--- config.mk ---
export PLATFORM = sky130hd
export DESIGN_NAME = mem_access_unit
export DESIGN_NICKNAME = d
export VERILOG_FILES = /design/src/rtl/mem_access_unit.sv
export SDC_FILE = /design/constraint.sdc
export NUM_CORES = 1
export LEC_CHECK = 0
export CAP_MARGIN = 30
export CORE_MARGIN = 2
export CORE_UTILIZATION = 40
export CTS_BUF_LIST = sky130_fd_sc_hd__clkbuf_8
export DETAILED_ROUTE_END_ITERATION = 10
export PLACE_DENSITY = 0.73
export SKIP_LAST_GASP = 1
export SLEW_MARGIN = 20
export SYNTH_ARGS = -nofsm -noshare
export SYNTH_HDL_FRONTEND = slang
export SYNTH_SLANG_ARGS = --single-unit
--- constraint.sdc ---
create_clock -name clk -period 2.3 [get_ports clk]
set_input_delay 0.46 -clock clk [delete_from_list [all_inputs] [get_ports clk]]
set_output_delay 0.46 -clock clk [all_outputs]
set_load 0.01 [all_outputs]
--- src/rtl/mem_access_unit.sv ---
// mem_access_unit - load/store unit for the multicycle MIPS datapath.
//
// Sits between the control unit / ALUOut address path and a word-wide
// memory. Handles word, half-word and byte accesses; sub-word loads are sign-
// or zero-extended, sub-word stores are a read-modify-write of the addressed
// word. Misaligned or reserved-size requests complete immediately with a
// fault and never touch memory.
//
// Ports:
//   clk, reset            rising-edge clock, synchronous active-high reset
//   start                 request strobe, only sampled while idle
//   op_write              1 = store, 0 = load
//   size                  00 word, 01 half, 10 byte, 11 reserved (faults)
//   sign_ext              loads only: 1 = sign-extend, 0 = zero-extend
//   addr                  byte address
//   wdata                 right-aligned store data
//   busy                  high whenever an operation is in flight
//   done                  one-cycle completion pulse
//   misaligned            qualifies done: request faulted, no write happened
//   rdata                 extended load result, held until the next load
//   mem_addr              word-aligned memory address
//   mem_wr, mem_wdata     single-cycle memory write and merged store word
//   mem_rdata             memory read data
module mem_access_unit #(
  parameter int unsigned ADDR_W      = 32,
  parameter int unsigned MEM_LATENCY = 1,
  parameter int unsigned BIG_ENDIAN  = 0
) (
  input  logic              clk,
  input  logic              reset,
  input  logic              start,
  input  logic              op_write,
  input  logic [1:0]        size,
  input  logic              sign_ext,
  input  logic [ADDR_W-1:0] addr,
  input  logic [31:0]       wdata,
  output logic              busy,
  output logic              done,
  output logic              misaligned,
  output logic [31:0]       rdata,
  output logic [ADDR_W-1:0] mem_addr,
  output logic              mem_wr,
  output logic [31:0]       mem_wdata,
  input  logic [31:0]       mem_rdata
);

  localparam int unsigned CNT_W = (MEM_LATENCY < 2) ? 1 : $clog2(MEM_LATENCY + 1);

  localparam logic [1:0] SZ_WORD = 2'b00;
  localparam logic [1:0] SZ_HALF = 2'b01;
  localparam logic [1:0] SZ_BYTE = 2'b10;

  typedef enum logic [2:0] {
    S_IDLE,
    S_RD_WAIT,
    S_WR,
    S_DONE,
    S_FAULT
  } state_e;

  state_e            state_q, state_d;
  logic [ADDR_W-1:0] addr_q, addr_d;
  logic [15:0]       wdata_q, wdata_d;
  logic [1:0]        size_q, size_d;
  logic              sext_q, sext_d;
  logic              write_q, write_d;
  logic [CNT_W-1:0]  cnt_q, cnt_d;
  logic [31:0]       word_q, word_d;
  logic [31:0]       rdata_q, rdata_d;

  // Lane selection: big-endian mirrors the byte index (3 - addr[1:0]) and
  // swaps which half of the word a half-word address refers to.
  logic [1:0]  byte_lane;
  logic        half_hi;
  logic [7:0]  lane_byte;
  logic [15:0] lane_half;
  logic [31:0] load_val;
  logic [31:0] merged;
  logic        req_fault;

  always_comb begin
    byte_lane = (BIG_ENDIAN != 0) ? ~addr_q[1:0] : addr_q[1:0];
    half_hi   = (BIG_ENDIAN != 0) ? ~addr_q[1] : addr_q[1];

    lane_byte = '0;
    case (byte_lane)
      2'd0: lane_byte = mem_rdata[7:0];
      2'd1: lane_byte = mem_rdata[15:8];
      2'd2: lane_byte = mem_rdata[23:16];
      2'd3: lane_byte = mem_rdata[31:24];
      default: lane_byte = '0;
    endcase
    lane_half = half_hi ? mem_rdata[31:16] : mem_rdata[15:0];

    case (size_q)
      SZ_BYTE: load_val = {{24{sext_q & lane_byte[7]}}, lane_byte};
      SZ_HALF: load_val = {{16{sext_q & lane_half[15]}}, lane_half};
      default: load_val = mem_rdata;
    endcase

    // Read-modify-write: only the addressed lane takes store data.
    merged = mem_rdata;
    if (size_q == SZ_BYTE) begin
      case (byte_lane)
        2'd0: merged[7:0]   = wdata_q[7:0];
        2'd1: merged[15:8]  = wdata_q[7:0];
        2'd2: merged[23:16] = wdata_q[7:0];
        2'd3: merged[31:24] = wdata_q[7:0];
        default: merged = mem_rdata;
      endcase
    end else if (half_hi) begin
      merged[31:16] = wdata_q;
    end else begin
      merged[15:0] = wdata_q;
    end
  end

  always_comb begin
    req_fault = 1'b0;
    case (size)
      SZ_WORD: req_fault = (addr[1:0] != 2'b00);
      SZ_HALF: req_fault = addr[0];
      SZ_BYTE: req_fault = 1'b0;
      default: req_fault = 1'b1;
    endcase
  end

  always_ff @(posedge clk) begin
    if (reset) begin
      state_q <= S_IDLE;
      addr_q  <= '0;
      wdata_q <= '0;
      size_q  <= '0;
      sext_q  <= 1'b0;
      write_q <= 1'b0;
      cnt_q   <= '0;
      word_q  <= '0;
      rdata_q <= '0;
    end else begin
      state_q <= state_d;
      addr_q  <= addr_d;
      wdata_q <= wdata_d;
      size_q  <= size_d;
      sext_q  <= sext_d;
      write_q <= write_d;
      cnt_q   <= cnt_d;
      word_q  <= word_d;
      rdata_q <= rdata_d;
    end
  end

  always_comb begin
    state_d    = state_q;
    addr_d     = addr_q;
    wdata_d    = wdata_q;
    size_d     = size_q;
    sext_d     = sext_q;
    write_d    = write_q;
    cnt_d      = cnt_q;
    word_d     = word_q;
    rdata_d    = rdata_q;
    busy       = 1'b1;
    done       = 1'b0;
    misaligned = 1'b0;
    mem_wr     = 1'b0;

    case (state_q)
      S_IDLE: begin
        busy = 1'b0;
        if (start) begin
          addr_d  = addr;
          wdata_d = wdata[15:0];
          size_d  = size;
          sext_d  = sign_ext;
          write_d = op_write;
          cnt_d   = CNT_W'(MEM_LATENCY);
          if (req_fault) begin
            state_d = S_FAULT;
          end else if (op_write && (size == SZ_WORD)) begin
            // Full-word stores skip the read; the word goes out unchanged.
            word_d  = wdata;
            state_d = S_WR;
          end else begin
            state_d = S_RD_WAIT;
          end
        end
      end
      S_RD_WAIT: begin
        if (cnt_q == CNT_W'(1)) begin
          if (write_q) begin
            word_d  = merged;
            state_d = S_WR;
          end else begin
            word_d  = mem_rdata;
            rdata_d = load_val;
            state_d = S_DONE;
          end
        end else begin
          cnt_d = cnt_q - CNT_W'(1);
        end
      end
      S_WR: begin
        mem_wr  = 1'b1;
        state_d = S_DONE;
      end
      S_DONE: begin
        done    = 1'b1;
        state_d = S_IDLE;
      end
      S_FAULT: begin
        done       = 1'b1;
        misaligned = 1'b1;
        state_d    = S_IDLE;
      end
      default: begin
        state_d = S_IDLE;
      end
    endcase
  end

  assign mem_addr  = {addr_q[ADDR_W-1:2], 2'b00};
  assign mem_wdata = word_q;
  assign rdata     = rdata_q;

endmodule
Word level (Yosys, flattened, before mapping)
Cells that the tools add are included.
{"block": "op_classes", "n_shift": 0, "n_eq_ne": 15, "mul": 0, "div": 0, "n_mux": 30, "addsub": 1, "n_reduce_logical": 12, "bitwise": 3, "n_lt_le_gt_ge": 0}
{"operator": "$mux 32", "count": 6}
{"operator": "$pmux 32 s2", "count": 2}
{"operator": "$mux 16", "count": 3}
{"operator": "$mux 8", "count": 4}
{"operator": "$pmux 8 s4", "count": 1}
{"operator": "$mux 3", "count": 3}
{"operator": "$pmux 3 s3", "count": 1}
{"operator": "$eq 2x2->1 const B", "count": 4}
{"operator": "$ne 2x2->1 const B", "count": 4}
{"operator": "$mux 1", "count": 7}
{"operator": "$eq 2x1->1 const B", "count": 3}
{"operator": "$eq 3x2->1 const B", "count": 2}
{"operator": "$reduce_and 2->1", "count": 3}
{"operator": "$reduce_and 5->1", "count": 1}
{"operator": "$logic_not 2->1", "count": 2}
{"operator": "$reduce_bool 2->1", "count": 2}
{"operator": "$eq 3x1->1 const B", "count": 1}
{"operator": "$eq 3x3->1 const B", "count": 1}
{"operator": "$logic_not 3->1", "count": 1}
{"operator": "$pmux 1 s3", "count": 1}
{"operator": "$reduce_and 3->1", "count": 1}
{"operator": "$and 1x1->1", "count": 2}
{"operator": "$mux 2", "count": 1}
{"operator": "$pmux 1 s2", "count": 1}
{"operator": "4 further kinds", "count": 4}
{"block": "word_totals", "mem_bits_rw": 0, "mem_count": 0, "inputBits": 103, "mem_bits_ro": 0, "latchBits": 0, "regBits": 120}

Logic depth before layout (Yosys ltp)
{"block": "logic_depth", "word_depth": 6, "depth_mapped": 10}

Worst setup path before layout
Ideal clock, no wire load.
{"block": "synth_path", "kind": "flip-flop to flip-flop", "start": "register size_q[0]", "end": "register rdata_q[15], in the netlist rdata[15]", "setup_ns": 0.117, "path_stages_with_launch": 10, "t_arrival_ns": 1.899, "path_slack_ns": 0.284, "path_cell_list": "dfxtp_1 inv_1 ha_1 buf_2 nor2b_1 clkbuf_1 o2bb2ai_1 a21oi_1 o21ai_0 a32o_1"}
{"block": "synth_via", "elab_chain_cells": 2, "word_cells_on_any_way": 3}
{"element": "from (decl)", "line_no": "64", "text": "logic [1:0] size_q, size_d;"}
{"element": "from (signal assigned)", "line_no": "143", "text": "size_q <= size_d;"}
{"element": "$eq 2x1->1 or $eq 2x2->1 (tied branches)", "line_no": "95", "text": "case (size_q)"}
{"element": "$pmux 32 s2 *", "line_no": "95"}
{"element": "to (signal assigned)", "line_no": "148", "text": "rdata_q <= rdata_d;"}
{"element": "to (decl)", "line_no": "69", "text": "logic [31:0] rdata_q, rdata_d;"}
Mark *: on every way between the ends. The rest lies on a longest branch, timed or not.
A chain may end at the register's enable or synchronous reset.

Worst setup path in the final report
{"block": "layout_path", "start": "register state_q[0]", "end": "output busy"}
{"block": "layout_via", "elab_chain_cells": 2}
{"element": "from (decl)", "line_no": "61", "text": "state_e state_q, state_d;"}
{"element": "from (signal assigned)", "line_no": "140", "text": "state_q <= state_d;"}
{"element": "$logic_not 3->1", "line_no": "167", "text": "case (state_q)"}
{"element": "$mux 1", "line_no": "167"}
{"element": "to (decl)", "line_no": "37", "text": "output logic busy,"}
Every way passes these cells.

==> results.ini <==
[setup_path]
critPathArrivalTime_ns=1.71
timing.critical_path.slowest_stage_cell=clkdlybuf4s50_1
timing.reg2reg.worst_path_depth=5
critical_path_buf_inv_count=2
critical_path.max_stage_delay_ns=0.50
path_max_fanout=9
timing.setup.critical_path_class=reg2out
gate_family_responsible_for_the_most_delay_along_the_worst_path=buffers and inverters
worstPathCellList=nor3_2 -> inv_1 -> clkdlybuf4s50_1
regToRegEndpoint=rdata[19]
rr_startpoint=size_q[0]
endpoint_type_of_the_worst_setup_path=output port
timing.critical_path.from_type=flop
worstPathRequired_ns=1.84
reg2reg_slack_ns=0.24

[synthesis]
post_synth_main_area_contributors=dfxtp_1 (40%), nand2_1 (11%), a21oi_1 (8.7%), a211oi_1 (5.0%), o211ai_1 (5.0%)
synth_commonest_cells=nand2_1 (172), dfxtp_1 (120), a21oi_1 (104)
netlist-cell-type-count=40
seq_area_frac_synth_pct=40.35
synth_top_area_share_pct=40.35
yosys_warnings=0
yosys.cell_count.top_type=nand2_1
postSynthRegisterBits=120
ys_dominant_reg_cell=dfxtp_1
synth-edff-count=0
synthesis.area_um2=5953
number_of_cells_produced_by_synthesis=795
syn_area_per_cell_um2=7.488
synth_async_sr_flop_share_pct=0
synth_area_leader_cell=dfxtp_1

[run_status]
run_status=finished clean

[finish]
final_cells=1140
drive_above_1_share_pct=8.682
multi_input_comb_area_um2=2962
post-route-util_pct=57.53
flow.area_growth_from_synthesis_pct=40.46
num-nets-final=1048
num-fill-cells=1409
ff_latch_area_um2=2406
antenna_cells=0

[power]
max-vdd-ir-drop_mv=0.4626
power.total_mw=5.987
leakagePower_nw=2.921
cellPowerDensity_nw_per_um2=715.9

[placement]
io_buffer_count=200
hpwl_mm=14.08
placed_cells=1108
gp_routability_congestion=0.9229

[floorplanning]
start_util_pct=40.96
fp.dieH_um=126.0
core-area_um2=14530
die_area_um2=15870
row_count=44
fp.dieW_um=126.0
ioPinCount=203

[min_path]
worstHoldPathCells=2
hold_path_startpoint=addr_q[14]
timing.hold.worst.class=reg2reg
timing.hold.worst_endpoint=addr_q[14]

[timing]
max_clock_freq_mhz=461.9
period_needed_ns=2.165
setup_tns_ns=0
slew_violations=0
setup_violations=0
worst_clock_skew_ns=0.01160
layout_worst_path_cycle_share_pct=94.13
worstMarginPinSlew_ns=0.6494
report.final.hold_viol_count=0
setup_repair_after_global_routing_missed_its_margin=false
max-slew-margin-rel_pct=56.70
hold_slack_ns=0.4511

[cts]
clock_insertion_delay_worst_skew_ns=0.45
cts_tree=built
ctsRootBufferMaster=clkbuf_8
path_clk_slew_ns=0.07
post-cts-setup-buffers=0
cts_num_sinks=120
holdBufCountCts=0
cts-htree-levels=4
max_root_sink_buffers=2
cts_inserted_buffers=17

[global_route]
grt_first_pass_wirelength_mm=30.60
first_global_vias=5885
grt_remaining_overflow=0
track_usage_pct=24.20
grt_antenna_before_repair=0
maximum_number_of_pins_on_one_net_before_global_route_repair=56

[detailed_routing]
routed_vias=6178
routed_wire_length_per_instance_um=17.01
route.antenna.remaining_nets=0
first_iter_violations=668
first_pass_iters=5
drc=0
routed_via_density=5.419
finalWirelength_mm=19.39

[run]
cap_violations=0

## state kept, by name, indices dropped and copies added (netlist names)
| signal | flops |
|---|---|
| addr_q | 32 |
| cnt_q | 1 |
| mem_wdata | 32 |
| rdata | 32 |
| sext_q | 1 |
| size_q | 2 |
| state_q | 3 |
| wdata_q | 16 |
| write_q | 1 |
## where the power goes
| part | switching [mW] | leakage, nW | internal, mW |
|---|---|---|---|
| logic | 0.837 | 1.71 | 0.732 |
| clock network | 0.841 | 0.228 | 1.17 |
| registers | 0.142 | 0.979 | 2.27 |
| total | 1.82 | 2.92 | 4.17 |
## layout by cell type (no fill, tap or decap), drive strengths merged
| master | instances |
|---|---|
| clkdlybuf4s50 | 198 |
| a221o | 7 |
| a2111oi | 1 |
| a22o | 1 |
| clkbuf | 21 |
| nor2b | 10 |
| o211ai | 40 |
| inv | 16 |
| buf | 35 |
| nor4 | 1 |
| nor3b | 2 |
| a211oi | 40 |
| or3b | 1 |
| a32o | 1 |
| clkinv | 6 |
| nand2b | 5 |
| o21bai | 2 |
| and2 | 5 |
| a21boi | 1 |
| a21oi | 104 |
| o21ai | 35 |
| o2bb2ai | 1 |
| nand3 | 32 |
| a221oi | 1 |
| nor3 | 18 |
| bufinv | 3 |
| a31oi | 10 |
| mux2 | 8 |
| nand2 | 172 |
| dlymetal6s2s | 1 |
| ha | 2 |
| mux2i | 1 |
| nor2 | 41 |
| nand3b | 9 |
| conb | 2 |
| o21a | 1 |
| a21o | 1 |
| or2 | 1 |
| dfxtp | 120 |
## final cells by class
type                            instances  area share, %
Sequential cell                       120          28.77
Inverter                               14         0.6285
Timing Repair Buffer                  234          27.44
Clock inverter                         11          1.526
Tap cell                              184          2.753
Clock buffer                           21          3.457
Multi-Input combinational cell        556          35.42
## metrics by stage
| step | worst slack [ns] | instance area [um^2] |
|---|---|---|
| 2_1_floorplan | 0.2839 | 5957 |
| 3_3_place_gp | 0.07241 | 7934 |
| 3_5_place_dp | 0.05532 | 7934 |
| 4_1_cts | -0.02306 | 8354 |
| 5_1_grt | 0.01157 | 8362 |
| 6_report | 0.1350 | 8362 |
## worst max-delay path by stage
stage	from	endpoint	slack, ns	cells past startpoint
6_report	state_q[0]	busy	0.13	3
2_1_floorplan	size_q[0]	rdata[15]	0.28	9
3_5_place_dp	size[0]	mem_wdata[13]	0.06	7
4_1_cts	state_q[0]	busy	-0.02	3
3_3_place_gp	size[0]	mem_wdata[6]	0.07	7
5_1_grt	state_q[0]	busy	0.01	3
## repair_timing
item	4_1_cts	5_1_grt
endpoints found under the hold margin	0	0
endpoints found under the setup margin	2	2
gates resized for setup	3	2
## kinds of logic (layout without fill, tap and decap cells)
family                     count (synthesis)  count (layout)  share of synthesized area, %
DFF                                      120             120                         40.35
buffers and inverters                    120             280                         10.17
AOI/OAI and AO/OA                        246             246                         25.64
and+or+nand+nor                          297             297                         21.67
other                                      1               2                       0.06299
muxes                                      9               9                         1.681
adders and majority gates                  2               2                        0.4203
## routing by layer
layer  vias to the layer above  GRT usage [%]  share of wire [%]
li1                       3020              -                  -
met1                      2821          31.73                 43
met2                       291          36.65                 44
met3                        46          8.071                9.4
met4                         0          10.02                3.3
met5                         -              0                  0
## worst min-delay path: stages (launching register included)
cell     delay, ns
dfxtp_1       0.31
nand2_1       0.05
a21oi_1       0.05
No activity file was read; power rests on OpenSTA's default activity.
